### src/rtl/bus_arb_pkg.sv
// rtl/bus_arb_pkg.sv - shared constants, state type and helpers for the bus arbiter
package bus_arb_pkg;

  localparam int N_REQ = 32;
  localparam int SEL_W = 5;

  typedef enum logic [0:0] {
    IDLE = 1'b0,
    OWN  = 1'b1
  } state_t;

  // Binary index of a one-hot vector; an all-zero vector maps to 0.
  function automatic logic [SEL_W-1:0] onehot_to_index(input logic [N_REQ-1:0] oh);
    logic [SEL_W-1:0] idx;
    idx = '0;
    for (int i = 0; i < N_REQ; i++) begin
      if (oh[i]) idx = idx | SEL_W'(i);
    end
    return idx;
  endfunction

endpackage

### src/rtl/rr_pick.sv
// rtl/rr_pick.sv - combinational rotate-priority picker: first set bit at or after start
module rr_pick
  import bus_arb_pkg::*;
(
  input  logic [N_REQ-1:0] mask,
  input  logic [SEL_W-1:0] start,
  output logic             valid,
  output logic [SEL_W-1:0] index
);

  logic [SEL_W-1:0] cand;

  // Walk start, start+1, ... with natural 5-bit wrap and keep the first hit.
  always_comb begin
    valid = 1'b0;
    index = '0;
    cand  = '0;
    for (int k = 0; k < N_REQ; k++) begin
      cand = start + SEL_W'(k);
      if (!valid && mask[cand]) begin
        valid = 1'b1;
        index = cand;
      end
    end
  end

endmodule

### src/rtl/bus_arbiter.sv
// rtl/bus_arbiter.sv - round-robin bus arbiter; forced-release timeout under BUS_ARB_TIMEOUT_EN
module bus_arbiter
  import bus_arb_pkg::*;
#(
  parameter int MAX_HOLD = 16
) (
  input  logic             clk,
  input  logic             clr,
  input  logic [N_REQ-1:0] req,
  output logic [N_REQ-1:0] gnt,
  output logic [SEL_W-1:0] bus_select,
  output logic             bus_enable,
  output logic             busy,
  output logic [7:0]       owner_cycles
);

  state_t           state, state_nxt;
  logic [SEL_W-1:0] ptr, ptr_nxt;
  logic [N_REQ-1:0] gnt_nxt;
  logic [SEL_W-1:0] sel_nxt;
  logic             en_nxt;
  logic [7:0]       cyc_nxt;

  logic [SEL_W-1:0] owner;
  logic [SEL_W-1:0] pick_start;
  logic             pick_valid;
  logic [SEL_W-1:0] pick_index;
  logic             timeout;

  assign owner = onehot_to_index(gnt);
  assign busy  = bus_enable;

`ifdef BUS_ARB_TIMEOUT_EN
  assign timeout = (owner_cycles == 8'(MAX_HOLD));
`else
  assign timeout = 1'b0;
`endif

  // In IDLE gnt is zero, so masking by ~gnt only matters when the owner is releasing.
  assign pick_start = (state == IDLE) ? ptr : owner + SEL_W'(1);

  rr_pick u_pick (
    .mask  (req & ~gnt),
    .start (pick_start),
    .valid (pick_valid),
    .index (pick_index)
  );

  // State and registered bus controls; reset releases the bus immediately.
  always_ff @(posedge clk or negedge clr) begin
    if (!clr) begin
      state        <= IDLE;
      ptr          <= '0;
      gnt          <= '0;
      bus_select   <= '0;
      bus_enable   <= 1'b0;
      owner_cycles <= '0;
    end else begin
      state        <= state_nxt;
      ptr          <= ptr_nxt;
      gnt          <= gnt_nxt;
      bus_select   <= sel_nxt;
      bus_enable   <= en_nxt;
      owner_cycles <= cyc_nxt;
    end
  end

  // Next-state: grant from IDLE, hold while owned, hand off or idle on release.
  always_comb begin
    state_nxt = state;
    ptr_nxt   = ptr;
    gnt_nxt   = gnt;
    sel_nxt   = bus_select;
    en_nxt    = bus_enable;
    cyc_nxt   = owner_cycles;
    unique case (state)
      IDLE: begin
        if (pick_valid) begin
          state_nxt = OWN;
          gnt_nxt   = N_REQ'(1) << pick_index;
          sel_nxt   = pick_index;
          en_nxt    = 1'b1;
          cyc_nxt   = 8'd1;
        end
      end
      OWN: begin
        if (!req[owner] || timeout) begin
          ptr_nxt = owner + SEL_W'(1);
          if (pick_valid) begin
            gnt_nxt = N_REQ'(1) << pick_index;
            sel_nxt = pick_index;
            cyc_nxt = 8'd1;
          end else begin
            state_nxt = IDLE;
            gnt_nxt   = '0;
            en_nxt    = 1'b0;
            cyc_nxt   = '0;
          end
        end else if (owner_cycles != 8'hFF) begin
          cyc_nxt = owner_cycles + 8'd1;
        end
      end
      default: state_nxt = IDLE;
    endcase
  end

endmodule
### config.mk
export PLATFORM = sky130hd
export DESIGN_NAME = bus_arbiter
export DESIGN_NICKNAME = d
export VERILOG_FILES = /design/src/rtl/bus_arb_pkg.sv /design/src/rtl/rr_pick.sv /design/src/rtl/bus_arbiter.sv
export SDC_FILE = /design/constraint.sdc
export NUM_CORES = 1
export LEC_CHECK = 0
export CAP_MARGIN = 10
export CORE_MARGIN = 2
export CORE_UTILIZATION = 46
export DETAILED_ROUTE_END_ITERATION = 16
export PLACE_DENSITY = 0.73
export SLEW_MARGIN = 20
export SYNTH_ARGS = -nofsm -noshare
export SYNTH_HDL_FRONTEND = slang
export SYNTH_SLANG_ARGS = --single-unit
### constraint.sdc
create_clock -name clk -period 10.4 [get_ports clk]
set_input_delay 2.08 -clock clk [delete_from_list [all_inputs] [get_ports clk]]
set_output_delay 2.08 -clock clk [all_outputs]
set_load 0.01 [all_outputs]
* Word level (Yosys, flattened, before mapping)
Cells that the tools add are included.
** Storage, ports and cells
- Word-level logic and storage cells :: 352
- Input port bits :: 34
- Output and inout bits :: 47
- Register bits :: 52
** Cells by class
- Add/subtract/negate cells :: 33
- Reductions and logical operators :: 66
- Equal/unequal tests :: 5
- Magnitude comparators :: 33
- Bitwise gates (word level) :: 3
- Mux-type cells :: 205
- Shifts and indexed selects :: 1
** Operators by type and width (number)
- two-way mux 5 bit :: 57
- two-way mux 32 bit :: 7
- less-than comparator 5 x 6 -> 1 bit (second input constant) :: 33
- binary-select mux 1 bit (select 5 bit) :: 33
- adder 5 bit (second input constant) :: 16
- two-way mux 1 bit :: 80
- two-way mux 8 bit :: 9
- case mux 32 bit (2 select lines) :: 1
- adder 5 x 4 -> 5 bit (second input constant) :: 8
- AND 32 bit :: 1
- two-way mux 4 bit :: 8
- NOT 32 bit :: 1
- left shift 1 x 5 -> 32 bit (first input constant) :: 1
- logical AND 1 bit :: 31
- zero test 1 bit :: 31
- adder 5 x 3 -> 5 bit (second input constant) :: 4
- case mux 8 bit (2 select lines) :: 1
- two-way mux 3 bit :: 4
- adder 5 x 1 -> 5 bit (second input constant) :: 2
- adder 5 x 2 -> 5 bit (second input constant) :: 2
- case mux 5 bit (2 select lines) :: 1
- adder 8 x 1 -> 8 bit (second input constant) :: 1
- inequality test 8 bit (second input constant) :: 1
- AND reduction 2 bit :: 3
- 7 further kinds :: 10

* Longest topological paths before layout
- Depth in word-level cells :: 136
- Mapped depth :: 34
- Mapped depth without buffers :: 24

* By module
Synthesis repeated with hierarchy kept, for this count alone.
** Second synthesis, totals
- Cells, all modules :: 1091
- Area total of the unflattened synthesis :: 9851.9 um2
** By module, submodules not included
- rr_pick :: area an instance 6481.2 um2, sequential area each 0.0 um2, cells an instance 762, instances 1
- bus_arbiter :: area an instance 3370.7 um2, sequential area each 1301.2 um2, cells an instance 329, instances 1

* Least setup slack after synthesis
No wires, ideal clock.
- Kind :: reg2reg
- Start point :: register gnt[11]
- End point :: register gnt[10]
- Period minus slack after synthesis :: 8.299 ns
- Setup time :: 0.096 ns
- Cell stages (with the launch flop) :: 33
- Data arrival time :: 8.203 ns
- Path slack :: 2.101 ns
- Path through :: dfrtp_1 -> nor4_1 -> nand2_1 -> clkbuf_1 -> clkbuf_1 -> nor2_1 -> clkinv_1 -> clkbuf_1 -> ha_1 -> mux2i_1 -> clkbuf_1 -> clkbuf_1 -> clkbuf_1 -> ha_1 -> clkbuf_1 -> or3b_2 -> clkbuf_1 -> o22ai_1 -> nor2_1 -> o311a_1 -> a32oi_1 -> mux2i_1 -> o31a_1 -> or4_1 -> clkbuf_1 -> nor3_2 -> nand4_2 -> o221a_1 -> a222oi_1 -> a21boi_4 -> a21bo_1 -> buf_2 -> o31ai_1
** On the way
- Cells in the longest elaborated chain, start to end :: 126
- Elaborated cells on any way between the ends :: 260
** Ends and longest elaborated chain
- start, declared :: line bus_arbiter.sv:10 : output logic [N_REQ-1:0] gnt,
- start signal, assigned :: line bus_arbiter.sv:61 : gnt <= gnt_nxt;
- parallel branches: the longest is 126 deep, another holds two-way mux 5 bit
Parallel ways; which one is timed is not known. The select of a mux whose other input is x is not followed.
A chain may end at the register's enable or synchronous reset.

* Worst setup path in the final report
- Start point :: register gnt[11]
- End point :: register gnt[1]
Same word-level chain as after synthesis.

==> results.json <==
{
  "multi_input_area_um2": 8780,
  "yosys.area.top_type": "dfrtp_1",
  "fin_area_um2": 11700,
  "synth_top_family_by_area": "compound AO/OA/AOI/OAI gates",
  "worstMarginPinSlew_ps": 1180,
  "worst_path_max_delay_cell": "nor4_1",
  "num_io_pins": 81,
  "die_w_um": 156,
  "grt_pass1_vias": 12500,
  "grt_pass1_wl_um": 81600,
  "min_from": "bus_select[2]$_DFFE_PN0P_",
  "track_usage": 0.449,
  "synth_compound_area_frac": 0.340,
  "first_pass_iters": 7,
  "portBuffers": 80,
  "regArea_um2": 1300,
  "post_cts_resized": 0,
  "cap_violations": 0,
  "startpoint_type": "register",
  "hold_violations": 0,
  "max_stage_delay_ps": 710,
  "syn_nets": 1538,
  "num_vias": 13800,
  "rsz0062_at_grt": "false",
  "cts_root_buf": "clkbuf_16",
  "final_cell_mix": "nand2_1 (190), nor2_1 (114), nand3_1 (88), o21ai_0 (86), a21oi_1 (82)",
  "coreArea_um2": 22600,
  "synth_top_cell_area_share": 0.123,
  "clk_pin_slew_worst_paths_ps": 70,
  "dpl-instance-area_um2": 11500,
  "via_per_inst": 7.72,
  "crit_top_cell": "nor2_1",
  "slew_viol_final": 0,
  "crit_path_start": "gnt[11]$_DFFE_PN0P_",
  "antenna_found_initial": 1,
  "drive_gt1_frac": 0.0817,
  "post-route-min-period_ps": 9460,
  "finalNonFillerCells": 1792,
  "drcViolationCount": 0,
  "muxShareOfSynthArea": 0.113,
  "syn_avg_cell_area_um2": 7.09,
  "ys_ff_latch": 52,
  "max-slew-margin-rel": 0.209,
  "synth.area.top_cells": "dfrtp_1 (12%), nand2_1 (6.8%), mux4_2 (5.5%)",
  "finalCritPeriodShare": 0.910,
  "synth-seq-area-share": 0.123,
  "fin_skew_ps": 6.71,
  "yosys.area_share.simple": 0.333,
  "r2r-start": "gnt[11]$_DFFE_PN0P_",
  "hp-class": "register to register",
  "setup_viol": 0,
  "dieArea_um2": 24200,
  "drt-initial-drc-count": 2018,
  "synth_xor_xnor_area_share": 0.0270,
  "num-nets-final": 1553,
  "path_buf_inv": 4,
  "wl_per_cell_um": 30.9,
  "cts_num_sinks": 52,
  "synthCells": 1490,
  "post-cts-setup-buffer-count": 0,
  "status": "complete, no violations",
  "routabilityCongestion": 1.12,
  "dp_hpwl_um": 43500,
  "layout_commonest_cell": "nand2_1",
  "cts_buffer_depth": 2,
  "syn_to_final_growth_pct": 10.5,
  "fp-row-count": 55,
  "numCtsBuffers": 5,
  "fin_tns_setup_ps": 0,
  "cts_max_level": 2,
  "die_y_um": 156,
  "crit_arrival_ps": 9650,
  "synthArstFlopShare": 1.00,
  "clk_latency_ps": 300,
  "critPathRequiredTime_ps": 10590,
  "grt_max_degree": 54,
  "yosysWarnings": 0,
  "holdBufCountCts": 0,
  "holdWs_ps": 517,
  "synth_cell_type_count": 97,
  "crit_fanout": 22,
  "synth-edff-count": 0,
  "syn_area_um2": 10600,
  "antenna_left": 0,
  "fmax_mhz": 106,
  "cpLargestDelayFamily": "simple AND/OR/NAND/NOR gates",
  "wirelength_um": 55400,
  "synth_fa_ha_area_frac": 0.0166,
  "end_kind": "register",
  "cts_tree": "yes",
  "start_util": 0.468,
  "dpl.cell_count": 1783,
  "criticalPathCategory": "register to register",
  "synthFlopType": "dfrtp_1",
  "grt_overflow": 0,
  "n_fill_cell": 2252
}
==> metrics by stage <==
stage,util,worst slack (ps)
5_1_grt,0.517,491
2_1_floorplan,-,2100
3_3_place_gp,0.510,1400
3_5_place_dp,0.510,1330
4_1_cts,0.517,1320
6_report,0.517,938
==> flip-flops by register name, summed over array words and instances (netlist names) <==
name and cells:
ptr 5, bus_select 5, owner_cycles 8, gnt 32, state 1, bus_enable 1
==> Yosys cell counts, types with 29 or more instances <==
cell type	count
clkbuf_1	69
nor2b_1	39
and2_1	36
mux2i_1	46
o211ai_1	47
nor3_1	39
o21ai_0	86
a21oi_1	82
o22ai_1	29
nor2_1	115
nand3_1	88
dfrtp_1	52
nand2_1	190
nand4_1	43
==> area by class of cell <==
| class | count | area share |
|---|---|---|
| timing repair buffer | 107 | 0.0855 |
| antenna | 1 | 0.000214 |
| inverter | 22 | 0.00707 |
| clock buffer | 5 | 0.0107 |
| clock inverter | 3 | 0.00225 |
| multi-input combinational | 1317 | 0.752 |
| sequential | 52 | 0.111 |
| tap | 285 | 0.0306 |
==> routing by layer <==
metal  track usage  routed length, um  vias up
met5             0                  0        -
li1              -                  -     5862
met4         0.270               4400        0
met3         0.129               7710      280
met2         0.659              22600     1205
met1         0.584              20600     6484
==> path summary, 6_finish.rpt <==
path                                                  end  slack [ps]  cells past startpoint
worst max-delay path                   gnt[1]$_DFFE_PN0P_         940                     26
worst min-delay path            bus_select[2]$_DFFE_PN0P_         520                      1
worst max register to register         gnt[1]$_DFFE_PN0P_         940                     26
worst min register to register  bus_select[2]$_DFFE_PN0P_         520                      1
max in group asynchronous             gnt[31]$_DFFE_PN0P_        8080                      2
min in group asynchronous       bus_select[4]$_DFFE_PN0P_        1880                      2
==> kinds of logic after synthesis <==
family | count (synthesis)
and+or+nand+nor | 684
AOI/OAI and AO/OA | 507
buffers and inverters | 121
muxes | 85
DFF | 52
xor gates and xnor gates | 27
adders and majority gates | 14
Power is not shown: default switching activity piles up to over one toggle a cycle in this logic, so the estimate is an artifact.
